**config.mk**
```make
export PLATFORM = sky130hd
export DESIGN_NAME = instr_controller
export DESIGN_NICKNAME = d
export VERILOG_FILES = /design/src/rtl/instr_controller.sv
export SDC_FILE = /design/constraint.sdc
export NUM_CORES = 1
export LEC_CHECK = 0
export BUFFER_PORTS_ARGS = -buffer_cell sky130_fd_sc_hd__buf_4
export CORE_AREA = 2 2 39 41
export DETAILED_ROUTE_END_ITERATION = 12
export DIE_AREA = 0 0 41 43
export PLACE_DENSITY = 0.75
export SLEW_MARGIN = 20
export SYNTH_ARGS = -nofsm -noshare
export SYNTH_HDL_FRONTEND = slang
export SYNTH_SLANG_ARGS = --single-unit
```
**constraint.sdc**
```tcl
create_clock -name clk -period 3.3 [get_ports clk]
set_input_delay 0.33 -clock clk [delete_from_list [all_inputs] [get_ports clk]]
set_output_delay 0.33 -clock clk [all_outputs]
set_load 0.05 [all_outputs]
```
**src/rtl/instr_controller.sv**
```systemverilog
// instr_controller: multi-cycle Moore control FSM for the simple CPU.
// Sequences one instruction per start request. It drives the decoder's
// register select and the datapath enables and muxes.
// Ports:
//   clk, rst_n        - clock, synchronous active-low reset
//   start             - execute the instruction in IR (sampled in WAIT only)
//   opcode, ALU_op    - decoded ir[15:13], ir[12:11]
//   waiting, illegal  - FSM in WAIT / ILLEGAL
//   reg_sel           - decoder register select (00 Rm, 01 Rd, 10 Rn)
//   wb_sel            - write-back source (00 C, 10 sximm8)
//   w_en, en_A, en_B, en_C, en_status - datapath load enables
//   sel_A, sel_B      - ALU operand muxes
module instr_controller (
  input  logic       clk,
  input  logic       rst_n,
  input  logic       start,
  input  logic [2:0] opcode,
  input  logic [1:0] ALU_op,
  output logic       waiting,
  output logic       illegal,
  output logic [1:0] reg_sel,
  output logic [1:0] wb_sel,
  output logic       w_en,
  output logic       en_A,
  output logic       en_B,
  output logic       en_C,
  output logic       en_status,
  output logic       sel_A,
  output logic       sel_B
);

  typedef enum logic [3:0] {
    S_WAIT, S_DECODE, S_WRITE_IMM, S_LOAD_A, S_LOAD_B,
    S_EXEC, S_EXEC_CMP, S_WRITE_RD, S_ILLEGAL
  } state_t;

  typedef enum logic [1:0] {
    C_OTHER, C_MOVREG, C_MVN, C_CMP
  } iclass_t;

  state_t  state, next_state;
  iclass_t iclass, next_iclass;

  // Class is captured on the DECODE edge so later states ignore IR changes.
  always_ff @(posedge clk) begin
    if (!rst_n) begin
      state  <= S_WAIT;
      iclass <= C_OTHER;
    end else begin
      state  <= next_state;
      iclass <= next_iclass;
    end
  end

  always_comb begin
    next_state  = state;
    next_iclass = iclass;
    unique case (state)
      S_WAIT:      if (start) next_state = S_DECODE;
      S_DECODE: begin
        next_iclass = C_OTHER;
        next_state  = S_ILLEGAL;
        if (opcode == 3'b110) begin
          if (ALU_op == 2'b10) begin
            next_state = S_WRITE_IMM;
          end else if (ALU_op == 2'b00) begin
            next_state  = S_LOAD_B;
            next_iclass = C_MOVREG;
          end
        end else if (opcode == 3'b101) begin
          unique case (ALU_op)
            2'b00, 2'b10: next_state = S_LOAD_A;
            2'b01: begin
              next_state  = S_LOAD_A;
              next_iclass = C_CMP;
            end
            2'b11: begin
              next_state  = S_LOAD_B;
              next_iclass = C_MVN;
            end
            default: next_state = S_ILLEGAL;
          endcase
        end
      end
      S_WRITE_IMM: next_state = S_WAIT;
      S_LOAD_A:    next_state = S_LOAD_B;
      S_LOAD_B:    next_state = (iclass == C_CMP) ? S_EXEC_CMP : S_EXEC;
      S_EXEC:      next_state = S_WRITE_RD;
      S_EXEC_CMP:  next_state = S_WAIT;
      S_WRITE_RD:  next_state = S_WAIT;
      S_ILLEGAL:   next_state = S_WAIT;
      default:     next_state = S_WAIT;
    endcase
  end

  always_comb begin
    waiting   = 1'b0;
    illegal   = 1'b0;
    reg_sel   = 2'b00;
    wb_sel    = 2'b00;
    w_en      = 1'b0;
    en_A      = 1'b0;
    en_B      = 1'b0;
    en_C      = 1'b0;
    en_status = 1'b0;
    sel_A     = 1'b0;
    sel_B     = 1'b0;
    unique case (state)
      S_WAIT:      waiting = 1'b1;
      S_DECODE:    ;
      S_WRITE_IMM: begin
        reg_sel = 2'b10;
        wb_sel  = 2'b10;
        w_en    = 1'b1;
      end
      S_LOAD_A: begin
        reg_sel = 2'b10;
        en_A    = 1'b1;
      end
      S_LOAD_B:    en_B = 1'b1;
      S_EXEC: begin
        en_C  = 1'b1;
        sel_A = (iclass == C_MOVREG) || (iclass == C_MVN);
      end
      S_EXEC_CMP:  en_status = 1'b1;
      S_WRITE_RD: begin
        reg_sel = 2'b01;
        w_en    = 1'b1;
      end
      S_ILLEGAL:   illegal = 1'b1;
      default:     ;
    endcase
  end

endmodule

```
# Word level (Yosys, flattened, before mapping)
# Cells that the tools add are included.
dict set report word_totals {
  inputBits 8
  romBits 0
  mem_bits_rw 0
  out_inout_bits 13
  memories 0
  wordCells 48
  register_bits 6
  latch_bits 0
}
dict set report op_classes {
  n_reduce_logical 6
  bitwise_logic 0
  eq_ne 17
  n_shift 0
  mux 23
  add_sub_neg 0
  multipliers 0
  order_cmp 0
  n_div 0
}
# operator n
set op_table {}
lappend op_table {{2-to-1 mux 4 bit} 5}
lappend op_table {{case mux 4 bit (5 select lines)} 1}
lappend op_table {{== test 4 x 3 -> 1 bit (second input constant)} 4}
lappend op_table {{2-to-1 mux 1 bit} 10}
lappend op_table {{== test 2 bit (second input constant)} 4}
lappend op_table {{== test 4 x 2 -> 1 bit (second input constant)} 2}
lappend op_table {{2-to-1 mux 2 bit} 4}
lappend op_table {{case mux 2 bit (2 select lines)} 2}
lappend op_table {{case mux 4 bit (2 select lines)} 1}
lappend op_table {{== test 3 bit (second input constant)} 2}
lappend op_table {{== test 2 x 1 -> 1 bit (second input constant)} 2}
lappend op_table {{== test 4 x 1 -> 1 bit (second input constant)} 1}
lappend op_table {{== test 4 bit (second input constant)} 1}
lappend op_table {{logical NOT 4 bit} 1}
lappend op_table {{OR reduction 2 bit} 2}
lappend op_table {{OR reduction 3 bit} 1}
lappend op_table {{logical NOT 2 bit} 1}
lappend op_table {{!= test 2 bit (second input constant)} 1}
lappend op_table {{logical OR 1 bit} 1}

# Depth between registers and ports, before layout
dict set report depth {
  ltp_word 6
  ltp_mapped 4
  depth_no_buf 4
}

# Worst setup path after synthesis
# Ideal clock, no wire load.
dict set report synth_path {
  path_kind {flip-flop to output port}
  start {register state[2]}
  end {output port sel_A}
  path_buffers 1
  t_arrival_ns 2.286
  setup_slack_ns 0.684
  stages_incl_launch_ff 5
  path_cell_list {dfxtp_1 buf_4 nand2_1 nor3_1 and2_1}
}
dict set report synth_between {
  elab_chain_cells 2
}
# item line
set synth_rtl {}
lappend synth_rtl {{start: declaration} 41} ;# state_t state, next_state;
lappend synth_rtl {{start signal: assignment} 50} ;# state <= next_state;
lappend synth_rtl {{== test 4 x 3 -> 1 bit} 108} ;# unique case (state)
lappend synth_rtl {{2-to-1 mux 1 bit} 108}
lappend synth_rtl {{end: declaration} 28} ;# output logic sel_A,
# Every way passes these cells.

# Final worst setup path
# Same ends and word-level chain as after synthesis.

==> results.txt <==
The flow ran to the end, and the final reports show no timing, DRC or antenna violations. The tools report the terminating pin of the worst hold path as iclass[1]. The post-route core utilization is 46.38%. CTS placed an instance of clkbuf_4 at the clock tree root. The post-CTS resize count was 0; the number of I/O pins was 21. The die span in y is 43 um. The number of antenna diodes in the final layout is 0.

Among all flip-flop cells after synthesis, the most frequent one is dfxtp_1. The layout overhead on the synthesized area is 25.12%, and the number of detailed-route iterations in the first pass is 4. The number of antenna violations at the first check in global routing was 0.

For this run, the slowest stage of the critical path takes 600 ps. After routing, the total negative slack on setup checks comes to 0 ps. The worst-case IR drop observed on VDD is 263.1 uV.

Number of DRC violations after detailed routing: 0. The synthesized design spends more area on one cell type than any other, namely dfxtp_1. Counting flops with an async set or reset pin after synthesis yields a share of 0%. The share of synthesized cell area in and, or, nand and nor gates came out at 41.71%. The core area came out at 1384 um2. The filler cells instantiated in the layout total 147. For the number of buffers created by CTS, the log shows 3. The run gives 1 as the number of H-tree levels. The detail route stage leaves a number of antenna-violating nets equal to 0.

For the count of final hold-check violations, the log shows 0. The tools report the max-slew violation count as 0. For the DRC violation total after the first TritonRoute iteration, the log shows 6. In this run, post-CTS hold repair placed 0 buffers.

The worst path needs 1849 ps of the cycle, external delays included. At the worst endpoint, the required time is 2970 ps. For this run, the post-layout net count is 90. The floorplan step set the die width to 41 um. At the placement stage, the worst setup path has a slack of 1712 ps.

The number of cells on the worst reg-to-reg path is 3. The detailed router placed 502 vias in this run. Summing the areas of all compound-gate instances in the mapped netlist gives 19.27% of the synthesized area. The number of synthesized register bits works out to 6. Clock-pin slew was measured on the worst setup and hold paths at 40 ps. After Yosys synthesis, XOR and XNOR cells account for 0% of the synthesized area. Synthesis produced a netlist whose cell count is 63. Buffers added to address setup during post-CTS repair amount to 0. Dividing total power by cell area gives a power density of 316.0 nW/um2. The count of warnings emitted by yosys was 0; the worst clock skew was 1.130 ps.

The first global-routing pass estimated 1697 um of wire. Wires add up to 1086 um. The tools report the die footprint as 1763 um2. Capture point of the worst reg-to-reg path: state[2]. Total routing resource utilization after global routing: 14.30%. The final setup slack of the worst path was 1451 ps; the starting density of the core was 37.07%.

Counting distinct cell types in the post-synthesis netlist gives 30. Slowest cell on the critical path: dfxtp_1. The kind of cell with the highest combined delay along the critical path is flip-flops. For the overflow left after global routing, the log shows 0. The tools report the critical register-to-register path startpoint as state[2]. The worst register-to-register path has a setup slack of 1960 ps. The min-delay analysis places its worst path in the category primary input to flip-flop. At the end of routability-driven placement, the weighted congestion stood at 0.7345.

The number of enable-type register cells in the synthesized netlist is 0. No sink is reached through more buffers than the 2 on the longest clock path. The portion of the clock cycle consumed by the worst path in the final layout is 56.04%.

Across all hold checks on the routed design, the worst slack comes to 358.4 ps. Setup violations remaining at the end of the flow were counted as 0. For the area of the mapped netlist, the log shows 513.0 um2. The worst hold path was traced through 3 stages. Final routed wire length divided by cell count: 11.43 um. After synthesis, the mean cell area works out to 8.143 um2. The tools report the worst hold path startpoint as rst_n. Entering global routing, the biggest net connects 15 pins.

TritonCTS built the clock tree. At the worst endpoint, the arrival time is 1520 ps. The worst setup path is launched from a flip-flop. The top fanout value on the critical path is 14. The count of buffering cells on the critical path with inverters included works out to 1. The detailed-route vias per instance was 5.284. The critical path goes through nand2_1 -> nor3_1 -> and2_1 -> buf_4.

The post-synthesis mux area share came out at 0%. The start-to-end type of the worst setup path was flip-flop to output port. Number of input and output port buffers inserted: 18.

The insertion delay to the later sink of the worst-skew pair is 240 ps, and the post-synthesis sequential area ratio is 23.41%. The total leakage power is 0.2766 nW. Static timing analysis puts the maximum clock frequency at 540.7 MHz. Number of global-route vias before repair: 408. Setup repair after global routing left no endpoint under its margin. After legalization and detailed placement, the total HPWL measured 886.8 um. The tool flagged a number of max-cap violations equal to 0. The share of synthesized area in the top cell type comes to 23.41%.

Of the cells placed in the final design, the portion with a size suffix greater than 1 is 31.65%. STA classifies the critical path endpoint as an output port. By area the synthesized netlist is led by dfxtp_1, buf_4, and3b_1, nor4b_4, buf_6.

After Yosys synthesis, full adders, half adders and majority gates account for 2.439% of the synthesized area. Main combinational cell family by area after synthesis: simple AND/OR/NAND/NOR gates. The number of sinks driven by the clock tree is 6. The design draws 0.0002028 W. After floorplanning, the core was divided into 14 placement rows.
-- tightest hold or removal path, cell delays in order --
cell and delay, ps:
buf_4 70, inv_1 50, a21oi_1 100
-- cell usage after synthesis (2+ instances only) --
master and n:
dfxtp_1 6, a21oi_1 4, and3b_1 3, o21ai_0 2, o2111ai_1 2, buf_6 2
inv_1 3, nor3_1 3, nand2b_1 3, nor4b_1 2, nand2_1 5, o211ai_1 2
buf_4 4, nor2_1 6
-- where the power goes --
group | switching, W | internal [W]
Sequential | 0.00000572 | 0.0000753
Combinational | 0.0000330 | 0.0000223
Clock | 0.0000253 | 0.0000411
-- metrics by stage --
stage                     instance area [um2]  cells
after floorplan                         516.7     64
after global placement                  619.3     92
after detailed placement                619.3     92
after CTS                               641.9     95
after global routing                    641.9     95
final                                   641.9     95
-- kinds of logic after synthesis --
group | after synthesis
AO/OA/AOI/OAI | 14
adder cells (fa/ha/maj) | 1
buffers and inverters | 9
flip-flops | 6
other | 1
AND/OR/NAND/NOR | 32
-- cell usage in the layout (no fill, tap or decap), drive strengths merged, types with 2 or more instances in the layout --
master    n
nand2     5
nand2b    3
buf      18
conb      2
a21oi     4
and3b     3
nor4b     3
nor2      6
o2111ai   2
dfxtp     6
clkbuf    3
inv       3
nor3      4
o211ai    2
o21ai     2
-- area by class of cell --
cell class / instances / area [um2] / area share (%)
multi-input combinational: 49 / 332.8 / 51.85
timing repair buffer: 18 / 135.1 / 21.05
sequential: 6 / 120.1 / 18.71
clock buffer: 3 / 22.52 / 3.509
tap: 16 / 20.02 / 3.119
inverter: 3 / 11.26 / 1.754
-- worst max-delay path by stage --
stage          startpoint  endpoint  slack, ps  depth (start not counted)
6_report         state[2]     sel_A       1450                          4
5_1_grt          state[2]     sel_A       1340                          4
4_1_cts          state[2]     sel_A       1450                          4
3_5_place_dp     state[2]     sel_A       1710                          4
3_3_place_gp     state[2]     sel_A       1780                          4
2_1_floorplan    state[2]     sel_A        680                          4
-- metal layers --
layer / up-vias / share of wire (%) / GRT usage, %
met3: 0 / 9.8 / 7.853
met5: - / 0 / 0
met2: 21 / 44 / 21.25
li1: 257 / - / -
met1: 224 / 46 / 18.18
met4: 0 / 0 / 2.000
-- registers in the layout (all words and copies together), names as in the netlist --
name / count
state: 4
iclass: 2
(Power assumes the default switching activity.)
